$ cat src/rtl/dsp_chain_4_operand_skewer.sv
// ============================================================================
// dsp_chain_4_operand_skewer: skews 4-stage fp16 operands to a DSP cascade,
// tags results and meters in-flight beats with credits.  Rev 1.0
// ============================================================================
`default_nettype none

module dsp_chain_4_operand_skewer #(
  parameter int STAGE_LAT = 1,
  parameter int RES_LAT   = 2,
  parameter int MAX_OUT   = 8
) (
  input  logic                             clk,
  input  logic                             reset,
  input  logic                             in_valid,
  output logic                             in_ready,
  input  logic [255:0]                     in_ops,
  input  logic                             in_last,
  output logic [255:0]                     out_ops,
  output logic                             res_valid,
  output logic                             res_last,
  input  logic                             res_ack,
  output logic [$clog2(MAX_OUT+1)-1:0]     outstanding,
  output logic                             err_underflow
);

  localparam int CW        = $clog2(MAX_OUT + 1);
  localparam int TAG_DEPTH = 1 + 3 * STAGE_LAT + RES_LAT;
  localparam logic [CW-1:0] C_MAX_OUT = CW'(MAX_OUT);

  logic accept;
  assign accept = in_valid & in_ready;

  // Operand lanes: stage k sits behind k*STAGE_LAT extra registers
  for (genvar k = 0; k < 4; k++) begin : g_stage
    localparam int DEPTH = 1 + k * STAGE_LAT;
    logic [DEPTH-1:0][63:0] lane_q;
    logic [DEPTH-1:0][63:0] lane_d;

    always_comb begin
      lane_d    = lane_q;
      lane_d[0] = accept ? in_ops[64*k +: 64] : 64'h0;
      for (int i = 1; i < DEPTH; i++) begin
        lane_d[i] = lane_q[i-1];
      end
    end

    always_ff @(posedge clk or negedge reset) begin
      if (!reset) begin
        lane_q <= '0;
      end else begin
        lane_q <= lane_d;
      end
    end

    assign out_ops[64*k +: 64] = lane_q[DEPTH-1];
  end

  // {valid, last} tags travel alongside the partial sum to the final result
  logic [TAG_DEPTH-1:0][1:0] tag_q;
  logic [TAG_DEPTH-1:0][1:0] tag_d;

  always_comb begin
    tag_d    = tag_q;
    tag_d[0] = accept ? {1'b1, in_last} : 2'b00;
    for (int i = 1; i < TAG_DEPTH; i++) begin
      tag_d[i] = tag_q[i-1];
    end
  end

  always_ff @(posedge clk or negedge reset) begin
    if (!reset) begin
      tag_q <= '0;
    end else begin
      tag_q <= tag_d;
    end
  end

  assign res_valid = tag_q[TAG_DEPTH-1][1];
  assign res_last  = tag_q[TAG_DEPTH-1][0];

  logic [CW-1:0] outstanding_q;
  logic [CW-1:0] outstanding_d;
  logic          err_underflow_q;
  logic          err_underflow_d;
  logic          ack_ok;

  // An ack with nothing outstanding is dropped and latched as an error
  always_comb begin
    ack_ok          = res_ack && (outstanding_q != '0);
    outstanding_d   = outstanding_q;
    err_underflow_d = err_underflow_q | (res_ack && (outstanding_q == '0));
    if (accept && !ack_ok) begin
      outstanding_d = outstanding_q + CW'(1);
    end else if (!accept && ack_ok) begin
      outstanding_d = outstanding_q - CW'(1);
    end
  end

  always_ff @(posedge clk or negedge reset) begin
    if (!reset) begin
      outstanding_q   <= '0;
      err_underflow_q <= 1'b0;
    end else begin
      outstanding_q   <= outstanding_d;
      err_underflow_q <= err_underflow_d;
    end
  end

  assign in_ready      = (outstanding_q < C_MAX_OUT);
  assign outstanding   = outstanding_q;
  assign err_underflow = err_underflow_q;

endmodule

`default_nettype wire

$ cat config.mk
export PLATFORM = sky130hd
export DESIGN_NAME = dsp_chain_4_operand_skewer
export DESIGN_NICKNAME = d
export VERILOG_FILES = /design/src/rtl/dsp_chain_4_operand_skewer.sv
export SDC_FILE = /design/constraint.sdc
export NUM_CORES = 1
export LEC_CHECK = 0
export BUFFER_PORTS_ARGS = -buffer_cell sky130_fd_sc_hd__buf_2
export CORE_AREA = 3 3 201 203
export DETAILED_ROUTE_END_ITERATION = 8
export DIE_AREA = 0 0 204 206
export GPL_ROUTABILITY_DRIVEN = 0
export MAX_ROUTING_LAYER = met4
export PLACE_DENSITY = 0.74
export SETUP_SLACK_MARGIN = 0.05
export SYNTH_ARGS = -nofsm -noshare
export SYNTH_HDL_FRONTEND = slang
export SYNTH_SLANG_ARGS = --single-unit
$ cat constraint.sdc
create_clock -name clk -period 2.6 [get_ports clk]
set_input_delay 0.13 -clock clk [delete_from_list [all_inputs] [get_ports clk]]
set_output_delay 0.13 -clock clk [all_outputs]
set_load 0.03 [all_outputs]
* Word level (Yosys, flattened, before mapping)
Index checks and enable logic that the tools add are counted.
** Operators by class
- Add/subtract/negate cells :: 2
- $mul :: 0
- Divide/modulo/power cells :: 0
- Magnitude comparators :: 1
- Equality and inequality tests :: 0
- Shifts and indexed selects :: 0
- Multiplexer cells :: 7
- Bitwise gates (word level) :: 2
- Reduce and logical (&&, ||, !) cells :: 9
** Operators with widths (count)
- 2-to-1 mux 64 bit :: 4
- 2-to-1 mux 4 bit :: 2
- adder 4 x 1 -> 4 bit, second input constant :: 1
- logical AND 1 bit :: 4
- logical NOT 4 bit :: 1
- < comparator 4 bit, second input constant :: 1
- nonzero test 4 bit :: 1
- subtractor 4 x 1 -> 4 bit, second input constant :: 1
- logical NOT 1 bit :: 2
- 2-to-1 mux 2 bit :: 1
- nonzero test 2 bit :: 1
- AND 1 bit :: 1
- bitwise OR 1 bit :: 1
** Word-level totals
- Register bits after elaboration :: 657
- Bits in latches :: 0
- RAM bits :: 0
- Bits in read-only memories :: 0
- Input port bits :: 261
- Output and inout bits :: 264
- Word-level logic and storage cells :: 39
- Memories kept :: 0

* Longest topological paths before layout
- Depth after elaboration :: 6
- Gate-level depth with buffers :: 9
- Gate-level depth less buffers :: 8

* Worst setup path before layout
No wires, ideal clock.
- Kind :: reg-to-reg
- Start :: reg outstanding_q[3], in the netlist outstanding[3]
- End :: reg outstanding_q[3], in the netlist outstanding[3]
- Library setup time :: 0.131 ns
- Data arrival time :: 2.358 ns
- Data required time :: 2.469 ns
- Setup slack :: 0.111 ns
- Stages on the path, launching flop included :: 10
- Path buffers :: 2
- Clock period less this slack :: 2.489 ns
- Cell sequence :: dfrtp_1 -> nor2b_1 -> buf_2 -> buf_2 -> ha_1 -> inv_1 -> ha_1 -> or4_1 -> o211ai_1 -> o211ai_1
** On the way
- Longest elaborated chain between the ends :: 5
- Elaborated cells on any way between the ends :: 13
- Classes of those cells :: add/sub: 2; order compare: 1; mux: 2; bitwise: 1; reduce/logical: 7
** Ends and longest elaborated chain
- from (decl) :: RTL line 81 : logic [CW-1:0] outstanding_q;
- from (signal assigned) :: RTL line 104 : outstanding_q <= outstanding_d;
- < comparator 4 bit (*) :: RTL line 109 : assign in_ready = (outstanding_q < C_MAX_OUT);
- AND 1 bit (*) :: RTL line 31 : assign accept = in_valid & in_ready;
- named net accept :: RTL line 30 : logic accept;
- logical NOT 1 bit :: RTL line 94 : end else if (!accept && ack_ok) begin
- logical AND 1 bit :: RTL line 94
- nonzero test 2 bit (no line)
The timed path passes the listed nets; every way through them passes the cells marked *. The select of a mux whose other input is x is not followed.
A chain may end at the register's enable or synchronous reset.

* Worst setup path in the final report
- Start :: reg outstanding_q[2], in the netlist outstanding[2]
- End :: reg outstanding_q[3], in the netlist outstanding[3]
** On the way
- Longest elaborated chain between the ends :: 5
- Elaborated cells on any way between the ends :: 13
- Classes of those cells :: add/sub: 2; order compare: 1; mux: 2; bitwise: 1; reduce/logical: 7
** Ends and longest elaborated chain (RTL line)
- < comparator 4 bit or nonzero test 4 bit (tied branches) :: 109, 89
- AND 1 bit or logical AND 1 bit (tied branches) :: 31, 89
- logical NOT 1 bit (on tied branches) :: 94, 92
- logical AND 1 bit (on tied branches) :: 94, 92
- nonzero test 2 bit (no line) or 2-to-1 mux 4 bit (tied branches)
Parallel ways exist; a longest one is shown, timed or not. The select of a mux whose other input is x is not followed.

==> metrics <==
Final Hold Viols=0; largest area contributor in the netlist=dfrtp_1; fraction of registers with async set/reset=100%; RSZ-0062 raised after global routing=false; Starting Density=48.0%; largest family of logic cells by synthesized area=simple AND/OR/NAND/NOR gates; gr usage total=24.6%; worst rel slew slack=37.8%; total of max-cap violations=0; Detailed Route WL=49800 microns; Unique masters post-synth=25; Synth Area in Simple Gates=9.00%; DR pass1 iterations=7; Setup crit end kind=register; syn nets=1237; most frequent cell after synthesis=dfrtp_1; Worst IR Drop VDD=0.000872 V; Fill cells=2331; clock-pin slew on the worst setup and hold paths=0.06 ns; Yosys warning count=0; H-tree depth=2; Yosys reg bits=657; post-synth top area share=88.5%; Worst Path Required=3.06 ns; total gr overflow=0; TritonCTS clock tree=built; Chip Height=206 microns; RR Startpoint=outstanding[2]$_DFFE_PN0P_; CP startpoint=outstanding[2]$_DFFE_PN0P_; vias in the first global route=12524; Post-synth EDFFs=0; CTS Root Cell=clkbuf_16; startpoint types=register; Util after Layout=68.5%; Max Freq=0.408 GHz; initial antenna violation count=6; fin cells=2382; Post-CTS Setup Repair Bufs=0; Avg WL per Cell=20.9 microns; # IOs=525; Worst-Skew Late Latency=0.59 ns; post-synthesis compound-gate area fraction=0.263%; Reg area=16400 sq um; # placed instances=2006; clock skew=0.0191 ns; clock buffer depth=3; area of the die=42000 sq um; Pwr Density=961 nW/um^2; kind of critical path=register to register; final setup TNS=0 ns; CP cell instances=nor4_4 -> nand2b_1 -> ha_2 -> inv_2 -> ha_4 -> or4_1 -> o211ai_1 -> o211ai_1; most frequent cells after synthesis=dfrtp_1 (657), and2_1 (257), buf_6 (25); Setup violations, final=0; ys flop type=dfrtp_1; post-synthesis mux area share=0.115%; DR vias/cell=4.56; largest net degree at the start of global routing=259; worst hold path class=input port to asynchronous set/reset pin; Multi-input gate area=1850 sq um; clock buffer count from CTS=60; die width=204 microns; Worst Path Max Fanout=6; Final Max Slew Viols=0; Worst path top cell family by delay=simple AND/OR/NAND/NOR gates; Sink Count=657; Core ar.=38600 sq um; Row Count=72; min Tclk post-route=2.45 ns; status=finished, final reports clean; ANT nets after route=0; Post-DP HPWL=27500 microns; cell mode on critical path=o211ai_1; Synth Area in Adders=0.310%; synth top area cells=dfrtp_1 (89%), and2_1 (8.7%), buf_6 (1.5%), ha_1 (0.20%), fa_1 (0.11%); Crit path arrival time=2.91 ns; layout cells sized above 1=34.9%; worst slew pin tran=0.932 ns; buffers plus inverters on the worst setup path=1; Detailed Route Iter0 Violations=602; cell area after synthesis=18600 sq um; Final Net Count=2074; final worst-path cycle share=94.3%; number of remaining DRC errors=0; IO buf count=524; Post-Synth XOR/XNOR Area=0.0943%; Crit-path slowest cell=or4_1; Cells after Synth=972; first-pass GRT wire length=74600 microns; Largest stage delay, worst path=0.56 ns; Synth-to-Final Area Change=42.5%; Static Leak=0.0141 uW; post-synthesis area per instance=19.1 sq um; sequential-to-total area share from yosys stat=88.5%; Vias=10856
[routing by layer]
layer,track usage [%],up-vias,wire length [microns]
met5,-,-,0
met4,9.29,0,1800
met3,5.20,122,2920
met2,44.2,442,27500
met1,27.0,5624,17600
li1,-,4668,-
[state kept, by name, indices dropped and copies added (netlist names)]
register        count
err_underflow       1
g_stage.lane_d    384
g_stage.lane_q     64
out_ops           192
outstanding         4
res_last            1
res_valid           1
tag_d              10
[cell usage in the layout, fill, tap and decap left out, drive strengths merged]
cell,count
dfrtp,657
buf,546
dlygate4sd3,259
and2,257
clkbuf,90
clkinv,11
diode,8
inv,5
bufinv,4
ha,3
xnor2,2
nand2,2
a21oi,2
o211ai,2
nand3,2
nor2b,1
nor4,1
nand2b,1
a21o,1
o21ai,1
mux2,1
nand3b,1
or3,1
mux2i,1
or4,1
a2111o,1
nor3,1
fa,1
clkinvlp,1
[cell families after synthesis]
group / after synthesis
DFF: 657
and+or+nand+nor: 268
buffers and inverters: 32
AOI/OAI and AO/OA: 7
adders and majority gates: 4
xor gates and xnor gates: 2
muxes: 2
[per-stage QoR]
| stage | hold slack (ns) | power, uW | setup slack (ns) | area [sq um] |
|---|---|---|---|---|
| after floorplan | -0.166 | 14700 | 0.111 | 18600 |
| after global placement | 0.108 | 16000 | 0.212 | 21800 |
| after detailed placement | 0.117 | 16200 | 0.0224 | 21800 |
| after CTS | 0.0612 | 25300 | 0.0933 | 26400 |
| after global routing | 0.121 | 26400 | 0.0693 | 26500 |
| final | 0.0851 | 25400 | 0.149 | 26500 |
[timing repair]
action	in CTS	in global routing
setup endpoints to repair	1	1
hold endpoints to repair	488	0
hold buffers	259	0
gates resized for setup	2	4
[report_power, final]
group / internal [uW] / switching, uW / leakage (uW)
sequential: 11800 / 585 / 0.00873
combinational: 1380 / 2800 / 0.00439
clock: 5110 / 3760 / 0.000984
[final cells by class]
cell class | instances | share of cell area [%]
antenna | 8 | 0.0757
clock buffer | 90 | 6.71
clock inverter | 19 | 0.832
inverter | 2 | 0.0284
multi-input combinational | 283 | 7.00
sequential | 657 | 62.1
tap | 518 | 2.45
timing repair buffer | 805 | 20.8
[worst paths after layout]
path | to | slack, ns | cells after the start
max | outstanding[3]$_DFFE_PN0P_ | 0.15 | 8
min | g_stage[2].lane_d[74]$_DFF_PN0_ | 0.09 | 2
max reg2reg | outstanding[3]$_DFFE_PN0P_ | 0.15 | 8
min reg2reg | g_stage[2].lane_d[176]$_DFF_PN0_ | 0.34 | 0
max in group asynchronous | out_ops[102]$_DFF_PN0_ | 1.43 | 3
min in group clk | tag_d[3]$_DFF_PN0_ | 0.23 | 3
[worst reg2reg max path: cells and delay by family (launching register included)]
family	cells	cell delay, ns
DFF	1	0.47
and+or+nand+nor	3	1.00
buffers and inverters	1	0.09
AOI/OAI and AO/OA	2	0.29
adders and majority gates	2	0.47
No activity file was read; power rests on OpenSTA's default activity.
